**config.mk**
```make
export PLATFORM = sky130hd
export DESIGN_NAME = laser_shot_sequencer
export DESIGN_NICKNAME = d
export VERILOG_FILES = /design/src/rtl/laser_shot_sequencer.sv
export SDC_FILE = /design/constraint.sdc
export NUM_CORES = 1
export LEC_CHECK = 0
export ABC_AREA = 1
export CAP_MARGIN = 10
export CORE_MARGIN = 2
export CORE_UTILIZATION = 53
export CTS_CLUSTER_DIAMETER = 100
export DETAILED_ROUTE_END_ITERATION = 8
export GPL_TIMING_DRIVEN = 1
export PLACE_DENSITY = 0.87
export SLEW_MARGIN = 20
export SYNTH_ARGS = -nofsm -noshare
export SYNTH_HDL_FRONTEND = slang
export SYNTH_SLANG_ARGS = --single-unit
```
**constraint.sdc**
```tcl
create_clock -name i_clk -period 2.3 [get_ports i_clk]
set_input_delay 0.575 -clock i_clk [delete_from_list [all_inputs] [get_ports i_clk]]
set_output_delay 0.575 -clock i_clk [all_outputs]
set_load 0.01 [all_outputs]
```
**src/rtl/laser_shot_sequencer.sv**
```systemverilog
`default_nettype none
// ============================================================================
// Module      : laser_shot_sequencer
// Description : Fires periodic one-cycle laser strobes, opens a measurement
//               gate after each fire, and forwards the TDC result stream with
//               the valid flag masked to in-window hits on one channel.
//               Counts shots, out-of-window drops and flags empty windows.
// Revision    : 1.0 - initial release
// ============================================================================
module laser_shot_sequencer #(
  parameter logic [2:0]  P_CH_ID      = 3'd0,
  parameter logic [15:0] P_MIN_PERIOD = 16'd100
) (
  input  logic        i_clk,
  input  logic        i_rst_n,
  input  logic        i_enable,
  input  logic [15:0] i_period,
  input  logic [15:0] i_window,
  input  logic        i_tdc_result_valid_flag,
  input  logic [2:0]  i_tdc_result_channel_id,
  input  logic        i_tdc_result_edge_id,
  input  logic [18:0] i_tdc_result,
  output logic        o_laser_str,
  output logic        o_tdc_result_valid_flag,
  output logic [2:0]  o_tdc_result_channel_id,
  output logic        o_tdc_result_edge_id,
  output logic [18:0] o_tdc_result,
  output logic        o_gate,
  output logic [15:0] o_shot_cnt,
  output logic [15:0] o_drop_cnt,
  output logic        o_no_hit,
  output logic        o_busy
);

  localparam logic [15:0] C_MIN_WINDOW = 16'd1;
  localparam logic [7:0]  C_HIT_MAX    = 8'hFF;
  localparam logic [15:0] C_DROP_MAX   = 16'hFFFF;

  typedef enum logic [1:0] {
    ST_IDLE    = 2'd0,
    ST_FIRE    = 2'd1,
    ST_WINDOW  = 2'd2,
    ST_HOLDOFF = 2'd3
  } state_t;

  state_t      r_state;
  state_t      w_state_nxt;

  logic [15:0] r_cnt;
  logic [15:0] r_eff_period;
  logic [15:0] r_eff_window;
  logic [7:0]  r_hit_cnt;
  logic [15:0] r_shot_cnt;
  logic [15:0] r_drop_cnt;
  logic        r_no_hit;

  logic        r_tdc_valid;
  logic [2:0]  r_tdc_channel_id;
  logic        r_tdc_edge_id;
  logic [18:0] r_tdc_result;

  logic [15:0] w_eff_period;
  logic [15:0] w_window_max;
  logic [15:0] w_eff_window;
  logic        w_in_window;
  logic        w_ch_match;
  logic        w_hit;
  logic        w_drop;
  logic        w_window_end;
  logic        w_period_end;

  // Shadow values for the next shot; the window is capped at period-2 so
  // every shot keeps at least one HOLDOFF cycle (P_MIN_PERIOD must be >= 3).
  assign w_eff_period = (i_period < P_MIN_PERIOD) ? P_MIN_PERIOD : i_period;
  assign w_window_max = w_eff_period - 16'd2;
  assign w_eff_window = (i_window < C_MIN_WINDOW) ? C_MIN_WINDOW :
                        (i_window > w_window_max) ? w_window_max : i_window;

  // r_cnt holds the number of cycles since the fire (0 during FIRE), so the
  // gate spans cnt = 1..eff_window and the next fire lands at cnt = eff_period.
  assign w_window_end = (r_cnt == r_eff_window);
  assign w_period_end = (r_cnt == (r_eff_period - 16'd1));

  assign w_in_window  = (r_state == ST_WINDOW);
  assign w_ch_match   = (i_tdc_result_channel_id == P_CH_ID);
  assign w_hit        = i_tdc_result_valid_flag & w_ch_match & w_in_window;
  assign w_drop       = i_tdc_result_valid_flag & w_ch_match & ~w_in_window;

  // State-decoded strobes; async reset of r_state drops them immediately.
  assign o_laser_str  = (r_state == ST_FIRE);
  assign o_gate       = w_in_window;
  assign o_busy       = (r_state != ST_IDLE);

  assign o_shot_cnt   = r_shot_cnt;
  assign o_drop_cnt   = r_drop_cnt;
  assign o_no_hit     = r_no_hit;

  assign o_tdc_result_valid_flag = r_tdc_valid;
  assign o_tdc_result_channel_id = r_tdc_channel_id;
  assign o_tdc_result_edge_id    = r_tdc_edge_id;
  assign o_tdc_result            = r_tdc_result;

  // Next-state decode; HOLDOFF always runs to the end of the period so a
  // shot in flight is never cut short by i_enable dropping.
  always_comb begin
    w_state_nxt = r_state;
    case (r_state)
      ST_IDLE: begin
        if (i_enable) begin
          w_state_nxt = ST_FIRE;
        end
      end
      ST_FIRE: begin
        w_state_nxt = ST_WINDOW;
      end
      ST_WINDOW: begin
        if (w_window_end) begin
          w_state_nxt = ST_HOLDOFF;
        end
      end
      ST_HOLDOFF: begin
        if (w_period_end) begin
          w_state_nxt = i_enable ? ST_FIRE : ST_IDLE;
        end
      end
      default: begin
        w_state_nxt = ST_IDLE;
      end
    endcase
  end

  // State register.
  always_ff @(posedge i_clk or negedge i_rst_n) begin
    if (!i_rst_n) begin
      r_state <= ST_IDLE;
    end else begin
      r_state <= w_state_nxt;
    end
  end

  // Cycle counter: zero on entry to FIRE or IDLE, counting up otherwise.
  always_ff @(posedge i_clk or negedge i_rst_n) begin
    if (!i_rst_n) begin
      r_cnt <= '0;
    end else if ((w_state_nxt == ST_FIRE) || (w_state_nxt == ST_IDLE)) begin
      r_cnt <= '0;
    end else begin
      r_cnt <= r_cnt + 16'd1;
    end
  end

  // Shadow period/window captured once per shot, during FIRE.
  always_ff @(posedge i_clk or negedge i_rst_n) begin
    if (!i_rst_n) begin
      r_eff_period <= P_MIN_PERIOD;
      r_eff_window <= C_MIN_WINDOW;
    end else if (r_state == ST_FIRE) begin
      r_eff_period <= w_eff_period;
      r_eff_window <= w_eff_window;
    end
  end

  // Per-shot hit counter (both edges), saturating.
  always_ff @(posedge i_clk or negedge i_rst_n) begin
    if (!i_rst_n) begin
      r_hit_cnt <= '0;
    end else if (r_state == ST_FIRE) begin
      r_hit_cnt <= '0;
    end else if (w_hit && (r_hit_cnt != C_HIT_MAX)) begin
      r_hit_cnt <= r_hit_cnt + 8'd1;
    end
  end

  // Empty-window flag; a hit on the closing cycle still counts as in-window.
  always_ff @(posedge i_clk or negedge i_rst_n) begin
    if (!i_rst_n) begin
      r_no_hit <= 1'b0;
    end else begin
      r_no_hit <= w_in_window & w_window_end & (r_hit_cnt == 8'd0) & ~w_hit;
    end
  end

  // Shot counter, wrapping.
  always_ff @(posedge i_clk or negedge i_rst_n) begin
    if (!i_rst_n) begin
      r_shot_cnt <= '0;
    end else if (r_state == ST_FIRE) begin
      r_shot_cnt <= r_shot_cnt + 16'd1;
    end
  end

  // Out-of-window drop counter for the selected channel, saturating.
  always_ff @(posedge i_clk or negedge i_rst_n) begin
    if (!i_rst_n) begin
      r_drop_cnt <= '0;
    end else if (w_drop && (r_drop_cnt != C_DROP_MAX)) begin
      r_drop_cnt <= r_drop_cnt + 16'd1;
    end
  end

  // TDC stream register: payload passes through, valid masked to gated hits.
  always_ff @(posedge i_clk or negedge i_rst_n) begin
    if (!i_rst_n) begin
      r_tdc_valid      <= 1'b0;
      r_tdc_channel_id <= '0;
      r_tdc_edge_id    <= 1'b0;
      r_tdc_result     <= '0;
    end else begin
      r_tdc_valid      <= w_hit;
      r_tdc_channel_id <= i_tdc_result_channel_id;
      r_tdc_edge_id    <= i_tdc_result_edge_id;
      r_tdc_result     <= i_tdc_result;
    end
  end

endmodule
`default_nettype wire

```
# --- Word level (Yosys, flattened, before mapping) ---
# Cells that the tools add are included.
totals:
  ff_bits: 115
  latch_bits: 0
  ramBits: 0
  rom_bits: 0
  inputBits: 59
  out_inout_bits: 60
  mem_count: 0
classes:
  add_sub_neg: 6
  multipliers: 0
  div_mod_pow: 0
  magnitude_cmp: 3
  n_eq_ne: 8
  shifts: 0
  n_mux: 11
  n_bitwise: 8
  reduce_logical: 9
op_table:
  columns: ["op", "n"]
  rows:
  - ["$mux W16", 4]
  - ["$add A16 B1 Y16 const B", 3]
  - ["$eq A16 B16 Y1", 2]
  - ["$gt A16 B16 Y1", 1]
  - ["$lt A16 B1 Y1 const B", 1]
  - ["$lt A16 B7 Y1 const B", 1]
  - ["$mux W8", 2]
  - ["$ne A16 B16 Y1 const B", 1]
  - ["$sub A16 B1 Y16 const B", 1]
  - ["$sub A16 B2 Y16 const B", 1]
  - ["$add A8 B1 Y8 const B", 1]
  - ["$logic_not A8 Y1", 1]
  - ["$ne A8 B8 Y1 const B", 1]
  - ["$pmux W2 S4", 1]
  - ["$and A1 B1 Y1", 6]
  - ["$mux W2", 3]
  - ["$eq A2 B1 Y1 const B", 2]
  - ["$eq A2 B2 Y1 const B", 2]
  - ["$logic_not A2 Y1", 2]
  - ["$reduce_bool A2 Y1", 2]
  - ["$logic_not A3 Y1", 1]
  - ["$logic_and A1 B1 Y1", 2]
  - ["$not A1 Y1", 2]
  - ["$logic_or A1 B1 Y1", 1]
  - ["$mux W1", 1]

# --- Longest topological paths before layout ---
# Gate-level depths: netlist (run 1).
logic_depth:
  ltp_word: 7
  depth_mapped: 26
  ltp_nobuf: 24

# --- Least setup slack after synthesis (run 1) ---
# Ideal clock, no wire load.
synth_timing:
  path_type: "input -> register"
  start: "input i_period[10]"
  end: "register r_eff_window[1]"
  setup_ns: 0.118
  arrival_ns: 3.285
  t_required_ns: 2.182
  setup_slack_ns: -1.102
  cell_stages: 24
  path_cell_list: "inv_1 > nand2_1 > nor2_1 > nand3_2 > buf_4 > inv_1 > nor2_1 > inv_1 > ha_1 > nand2_1 > nor2_4 > nand3_1 > and2_1 > ha_1 > nand3_1 > nor3_1 > nand2_1 > nand2_1 > nand2_1 > inv_1 > buf_2 > nand2_1 > nand3_1 > nand2_1"
synth_between:
  elab_chain_len: 6
synth_rtl:
  columns: ["item", "line", "rtl"]
  rows:
  - ["from (decl)", "17", "input logic [15:0] i_period,"]
  - ["$lt A16 B7 Y1 (*)", "74", "assign w_eff_period = (i_period < P_MIN_PERIOD) ? P_MIN_PERIOD : i_period;"]
  - ["$mux W16 (*)", "74", null]
  - ["net w_eff_period[1]", "62", "logic [15:0] w_eff_period;"]
  - ["$sub A16 B2 Y16 (*)", "75", "assign w_window_max = w_eff_period - 16'd2;"]
  - ["$gt A16 B16 Y1", "77", "(i_window > w_window_max) ? w_window_max : i_window;"]
  - ["$mux W16 (*)", "77", null]
  - ["$mux W16 (*)", "76", "assign w_eff_window = (i_window < C_MIN_WINDOW) ? C_MIN_WINDOW :"]
  - ["to (signal assigned)", "159", "r_eff_window <= w_eff_window;"]
  - ["to (decl)", "51", "logic [15:0] r_eff_window;"]
# Mark *: on every way through the listed nets, which the timed path passes. The rest lies on a longest branch.
# A chain may end at the register's enable or synchronous reset.

# --- Final worst setup path (run 1) ---
layout_timing:
  start: "input i_period[6]"
  end: "register r_eff_window[7]"
layout_between:
  elab_chain_len: 6
layout_rtl:
  columns: ["item", "line"]
  rows:
  - ["$lt A16 B7 Y1", "74"]
  - ["$mux W16 (*)", "74"]
  - ["$sub A16 B2 Y16 (*)", "75"]
  - ["$gt A16 B16 Y1", "77"]
  - ["$mux W16 (*)", "77"]
  - ["$mux W16 (*)", "76"]
# Mark *: on every way between the ends. The rest lies on a longest branch, timed or not.

==> results of run 1 <==
[Yosys cell counts]
cell / number / area, µm²
a211oi_1: 2 / 15.0
a21oi_1: 25 / 125
a221oi_1: 1 / 8.76
a31oi_1: 1 / 6.26
and2_1: 3 / 18.8
buf_2: 4 / 20.0
buf_4: 1 / 7.51
buf_6: 2 / 22.5
clkbuf_1: 8 / 30.0
clkinv_1: 1 / 3.75
dfrtp_1: 111 / 2780
dfstp_2: 4 / 105
ha_1: 23 / 288
inv_1: 102 / 383
inv_2: 2 / 7.51
nand2_1: 210 / 788
nand2_2: 5 / 31.3
nand3_1: 60 / 300
nand3_2: 7 / 70.1
nand3b_1: 4 / 30.0
nand4_1: 20 / 125
nand4_2: 1 / 12.5
nor2_1: 94 / 353
nor2_2: 13 / 81.3
nor2_4: 6 / 67.6
nor3_1: 12 / 60.1
nor3_2: 2 / 20.0
nor3b_1: 1 / 7.51
nor4_1: 8 / 50.1
nor4_2: 1 / 12.5
o2111ai_1: 2 / 17.5
o211ai_1: 1 / 7.51
o21a_1: 1 / 7.51
o21ai_0: 30 / 150
o21ai_1: 3 / 15.0
o21bai_1: 1 / 7.51
o22ai_1: 3 / 18.8
or2_2: 6 / 37.5
xnor2_1: 22 / 193
xor2_1: 42 / 368
[flip-flops by register name (all words and copies together), names as in the netlist]
name / count
r_eff_period: 16
o_shot_cnt: 16
r_hit_cnt: 8
o_drop_cnt: 16
o_no_hit: 1
r_state: 2
o_tdc_result_edge_id: 1
o_tdc_result_valid_flag: 1
o_tdc_result_channel_id: 3
r_cnt: 16
o_tdc_result: 19
r_eff_window: 16
[cell type report]
| type | count | area (µm²) | share of cell area |
|---|---|---|---|
| Inverter | 105 | 427 | 0.0437 |
| Multi-Input combinational cell | 612 | 3650 | 0.373 |
| Clock buffer | 23 | 468 | 0.0479 |
| Clock inverter | 9 | 151 | 0.0155 |
| Timing Repair Buffer | 223 | 1980 | 0.203 |
| Sequential cell | 115 | 2880 | 0.295 |
| Tap cell | 168 | 210 | 0.0215 |
[worst paths after layout]
check                      slack [ns]       startpoint               to  depth (start not counted)
max in group asynchronous        1.56          i_rst_n  r_eff_window[0]                          2
hold / removal                   0.09          i_rst_n   o_drop_cnt[12]                          1
setup reg to reg                -0.03  r_eff_period[0]        r_cnt[10]                         13
min in group i_clk               0.49   o_shot_cnt[15]   o_shot_cnt[15]                          1
setup / recovery                -0.63      i_period[6]  r_eff_window[7]                         21
hold reg to reg                  0.49   o_shot_cnt[15]   o_shot_cnt[15]                          1
[critical path: cells and delay by family]
family | cells | cell delay (ns)
simple gates | 14 | 1.48
fa+ha+maj | 1 | 0.32
compound gates | 1 | 0.16
buf+inv | 5 | 0.74
[cells in the final DEF, fill, tap and decap left out, types with 6 or more instances in the layout]
cell,n
nor3_1,9
xor2_1,40
clkdlybuf4s50_1,100
nor2_4,12
xnor2_1,22
clkbuf_16,17
dfrtp_1,111
inv_1,93
o21ai_0,27
a21oi_1,14
nand3_2,15
a21oi_2,10
buf_2,6
nand4_1,20
nand3_1,50
nor2_1,84
or2_2,6
nand2_1,195
buf_4,102
nor4_1,8
ha_1,19
nand2_2,18
nor2_2,17
[stage by stage]
stage                     instance area [µm²]  instances  TNS (ns)
after floorplan                          6710        845    -13.02
after global placement                   8690       1203    -22.30
after detailed placement                 8690       1203    -24.50
after CTS                                9610       1249     -6.43
after global routing                     9760       1255    -14.28
final                                    9760       1255     -9.69
[where the power goes]
| group | internal (mW) | leakage (nW) | switching, mW |
|---|---|---|---|
| Combinational | 0.943 | 2.89 | 1.27 |
| Sequential | 2.39 | 1.44 | 0.449 |
| Clock | 1.87 | 0.302 | 0.946 |
[cell families after synthesis]
family                   Yosys count  synth area share
AND/OR/NAND/NOR                  453             0.311
buffers and inverters            120            0.0713
flip-flops                       115             0.433
AO/OA/AOI/OAI                     70            0.0570
XOR/XNOR                          64            0.0843
adder cells (fa/ha/maj)           23            0.0433
[metal layers]
layer | track usage | vias up
met5 | 0 | -
met4 | 0.158 | 0
met3 | 0.0711 | 99
li1 | - | 3174
met2 | 0.575 | 425
met1 | 0.349 | 3304
[timing repair]
action,4_1_cts,5_1_grt
gates cloned,0,2
endpoints found under the setup margin,21,35
resized for setup,119,23
pin swaps,44,9
buffers inserted,14,4
==> run metrics, run 1 <==
status=complete, but fails checks; violations in the final reports=setup timing; Worst-Skew Late Latency=0.42 ns; yosys warns=0; Final Util=0.806; PnR Total Power=between 7 and 8 mW; final hold violation count=0; drt wl/cell=17.4 µm; max incr delay on CP=0.32 ns; DRT iter0 DRCs=753; CP arrival=3.28 ns; antenna cells=0; die height=between 100 and 150 µm; Slowest-stage cell, CP=ha_1; Clock Tree Root=clkbuf_16; vias in the first global route=6966; post-synthesis cell count=845; Max Fclk=roughly 340 MHz; synthesized cell area=around 6700 µm²; max cap viols=0; First-pass DRT Iterations=5; vias per inst=5.58; WL final=21800 µm; DRC viols=0; met2 wire len=11200 µm; number of core rows=40; Setup CP Type=in2reg; initial antenna violation count=0; Crit. End Element=register; Num CTS Buffers=17; post-layout minimum cycle time=2.93 ns; syn_nets=927; CP startpoint kind=primary input; critical path peak fanout=12; synthesized area per cell=7.87 µm²; GRT Residual Overflow=0; met3 WL post-DR=between 1500 and 2000 µm; # fillers=698; Yosys cell types=40; Nets=about 1.2k; setup violators final=19; RePlAce Congestion=0.938; Place WS=-1.51 ns; DR vias=7002; final setup margin=-0.629 ns; P_leak=4.63 nW; WHS=0.0912 ns; clock transition at the registers of the reported paths=0.06 ns; CTS tree=built; port buffer count=118; die width=about 120 µm; Starting Density=0.549; largest net degree at the start of global routing=46; fin crit share=1.27; core area=12100 µm²; critical path, cell by cell=dlygate4sd2_1 -> nand3_2 -> nand3_4 -> buf_4 -> nand4_1 -> nor2_4 -> nand3_1 -> nand2_1 -> inv_1 -> ha_1 -> nand2_1 -> inv_1 -> nand3_4 -> nor3_4 -> nand2_1 -> nand2_2 -> nand2_4 -> buf_6 -> a21oi_1 -> nand2_1 -> nand2_1; RSZ-0062 raised after global routing=true; register area share after synthesis=0.433; power per standard cell area=805 nW/µm²; DP HPWL=between 10000 and 15000 µm; global-route usage over all layers=0.317; H-Tree Depth=4; Metal-1 WL=just under 8000 µm; Final Skew=between 0.008 and 0.009 ns; Tightest Pin Transition=0.502 ns; top routing layer in use=met4; global-route wire length before repair=32900 µm; maximum VDD drop=0.642 mV; Layout area overhead=46.8%; I/O pin count=119; Clock Path Buffers=2; Max-slew headroom=0.666; Hold Path Class=in2async; share of cells above drive strength 1=0.244; Post-DRT Antenna Nets=0; FF+latch count, synth=around 120; Req. time, crit path=2.66 ns; area of the die=13500 µm²; CTS sink cnt=115; # hold bufs at CTS=0; Max Slew Vio Count=0; critical path's most frequent cell=nand2_1
(Power assumes the default switching activity.)
==> run 2, diff against run 1 <==
--- a/config.mk
+++ b/config.mk
@@ -9,9 +9,10 @@
 export CAP_MARGIN = 10
 export CORE_MARGIN = 2
-export CORE_UTILIZATION = 53
+export CORE_UTILIZATION = 58
 export CTS_CLUSTER_DIAMETER = 100
+export CTS_CLUSTER_SIZE = 10
 export DETAILED_ROUTE_END_ITERATION = 8
 export GPL_TIMING_DRIVEN = 1
-export PLACE_DENSITY = 0.87
+export PLACE_DENSITY = 0.94
 export SLEW_MARGIN = 20
 export SYNTH_ARGS = -nofsm -noshare
==> constraint.sdc (replaced) <==
create_clock -name i_clk -period 3.7 [get_ports i_clk]
set_input_delay 0.37 -clock i_clk [delete_from_list [all_inputs] [get_ports i_clk]]
set_output_delay 0.37 -clock i_clk [all_outputs]
set_load 0.01 [all_outputs]
==> run 2 against run 1 <==
Compared with the run above:
- the run ends with hold timing left
- sequential cell count unchanged
- sequential power down 38%
- critical path depth up 2
- critical path type unchanged
- largest cell class unchanged
- largest power group is now the clock network
==> run metrics, run 2 (synthesis results as in run 1) <==
final hold violation count=9 (+9); vias in the first global route=6501 (-6.7%); Hold Path Class=in2async; RePlAce Congestion=0.936 (-0.15%); Crit. End Element=register; Place WS=-0.120 ns (+1.40 ns); DP HPWL=13200 µm (-2.7%); Req. time, crit path=4.06 ns (+1.40 ns); Worst-Skew Late Latency=0.43 ns (about the same); Setup CP Type=in2reg; largest net degree at the start of global routing=83 (+80%); Post-DRT Antenna Nets=0 (unchanged); Clock Tree Root=clkbuf_16; core area=11300 µm² (-6.5%); CTS tree=built; critical path peak fanout=15 (+3); placed insts=1106 (-8.1%); P_leak=4.12 nW (-11%); power per standard cell area=556 nW/µm² (-31%); number of core rows=39 (-2.5%); Clock Path Buffers=2 (unchanged); Slowest-stage cell, CP=clkdlybuf4s50_1; max reg flops=19 (unchanged); DRT iter0 DRCs=791 (+5.0%); Metal-1 WL=7140 µm (-9.2%); H-Tree Depth=4 (unchanged); Nets=1064 (-8.0%); top routing layer in use=met4; fin area=8730 µm² (-11%); CP startpoint kind=primary input; critical path, cell by cell=clkdlybuf4s50_1 -> inv_1 -> nand2_1 -> nor2_1 -> nand3_2 -> inv_1 -> nor2_1 -> inv_1 -> ha_1 -> nand2_1 -> nor2_4 -> nand3b_1 -> and2_1 -> ha_1 -> a21oi_1 -> o21ai_0 -> a21oi_1 -> nand2_1 -> nand2_1 -> clkinvlp_4 -> nand2_1 -> nand2_1 -> nand2_1; Setup TNS=0 ns (+9.69 ns); port buffer count=118 (unchanged); Max Fclk=299 MHz; antenna cells=0 (unchanged); post-layout minimum cycle time=3.35 ns; placed cell areas=8040 µm² (-7.4%); Starting Density=0.587 (+0.0384); Worst Path Buf+Inv=5 (unchanged); DR vias=6532 (-6.7%); maximum VDD drop=0.486 mV (-24%); setup violators final=0 (-19); met2 wire len=9580 µm (-15%); Final Non-Filler Cells=1138 (-9.3%); final setup margin=0.352 ns (+0.981 ns); Max-slew headroom=0.510 (-0.155); CP arrival=3.71 ns (+0.43 ns); Max Slew Vio Count=0 (unchanged); Post-CTS Setup Inserts=0 (-14); most common cell after layout, fill and taps aside=nand2_1; violations in the final reports=hold timing; global-route wire length before repair=31100 µm (-5.6%); die height=111 µm (-4.3%); drt wl/cell=16.9 µm (-3.0%); global-route usage over all layers=0.317 (about the same); First-pass DRT Iterations=5 (unchanged); WL final=19200 µm (-12%); max cap viols=0 (unchanged); share of cells above drive strength 1=0.0965 (-0.147); critical path's most frequent cell=nand2_1; Final Util=0.771 (-0.0353); area of the die=12300 µm² (-8.3%); CTS sink cnt=115 (unchanged); Final Skew=0.00682 ns (-0.00134 ns); max incr delay on CP=0.45 ns (+0.13 ns); DRC viols=0 (unchanged); Layout area overhead=31.2%; met3 WL post-DR=1680 µm (-2.7%); WHS=-0.00592 ns (-0.0971 ns); CP top delay family=simple AND/OR/NAND/NOR gates; Tightest Pin Transition=0.734 ns (+0.233 ns); fin crit share=0.905; PnR Total Power=4.85 mW (-38%); clock transition at the registers of the reported paths=0.05 ns (about the same); initial antenna violation count=0 (unchanged); most frequent cells in the layout=210 x nand2_1, 117 x clkdlybuf4s50_1, 111 x dfrtp_1; die width=111 µm (-4.3%); I/O pin count=119 (unchanged); # fillers=703 (+0.72%); GRT Residual Overflow=0 (unchanged); Num CTS Buffers=17 (unchanged); status=complete, but fails checks; vias per inst=5.74 (+2.9%)
## run 2: cell count changes in the layout (fill, tap and decap cells not counted), sizes merged
cell	before	now
inv	103	104
bufinv	4	6
clkbuf	23	19
buf	117	16
nand2	217	215
clkinvlp	1	4
dlygate4sd2	5	0
clkdlybuf4s15	1	0
clkdlybuf4s50	100	117
clkinv	6	4
## run 2: timing repair
action / CTS / global route
setup endpoints to repair: 0 / 8
resized for setup: 0 / 2
endpoints found under the hold margin: 0 / 0
hold buffers: 0 / 0
## run 2: layer usage
| metal | up-vias | track usage |
|---|---|---|
| met5 | - | 0 |
| met3 | 85 | 0.0749 |
| met2 | 417 | 0.547 |
| met4 | 0 | 0.166 |
| li1 | 2985 | - |
| met1 | 3045 | 0.367 |
## run 2: cell type report
type | instances | area [µm²] | share of cell area
inverters | 105 | 398 | 0.0456
flip-flops and latches | 115 | 2880 | 0.330
repair buffers | 133 | 1290 | 0.148
multi-input cells | 610 | 3300 | 0.378
clock inverters | 13 | 230 | 0.0264
well taps | 143 | 179 | 0.0205
clock buffers | 19 | 443 | 0.0508
## run 2: path summary, 6_finish.rpt
| path | cells after the start | end | slack (ns) | from |
|---|---|---|---|---|
| max | 23 | r_eff_window[7] | 0.35 | i_period[11] |
| max in group asynchronous | 2 | r_eff_period[5] | 2.88 | i_rst_n |
| max reg2reg | 9 | o_shot_cnt[15] | 1.22 | r_state[1] |
| min reg2reg | 2 | r_eff_window[11] | 0.50 | r_eff_window[11] |
| min in group i_clk | 1 | o_tdc_result[6] | 0.38 | i_tdc_result[6] |
| min | 1 | o_drop_cnt[11] | -0.006 | i_rst_n |
## run 2: report_power, final
group	internal (mW)	switching, mW
Sequential	1.48	0.279
Clock	1.28	0.616
Combinational	0.507	0.689
==> run 3, diff against run 2 <==
CTS_CLUSTER_SIZE = not set   (was 10)
==> results of run 3 <==
No change in the layout: final DEF, timing and power equal those of run 2.
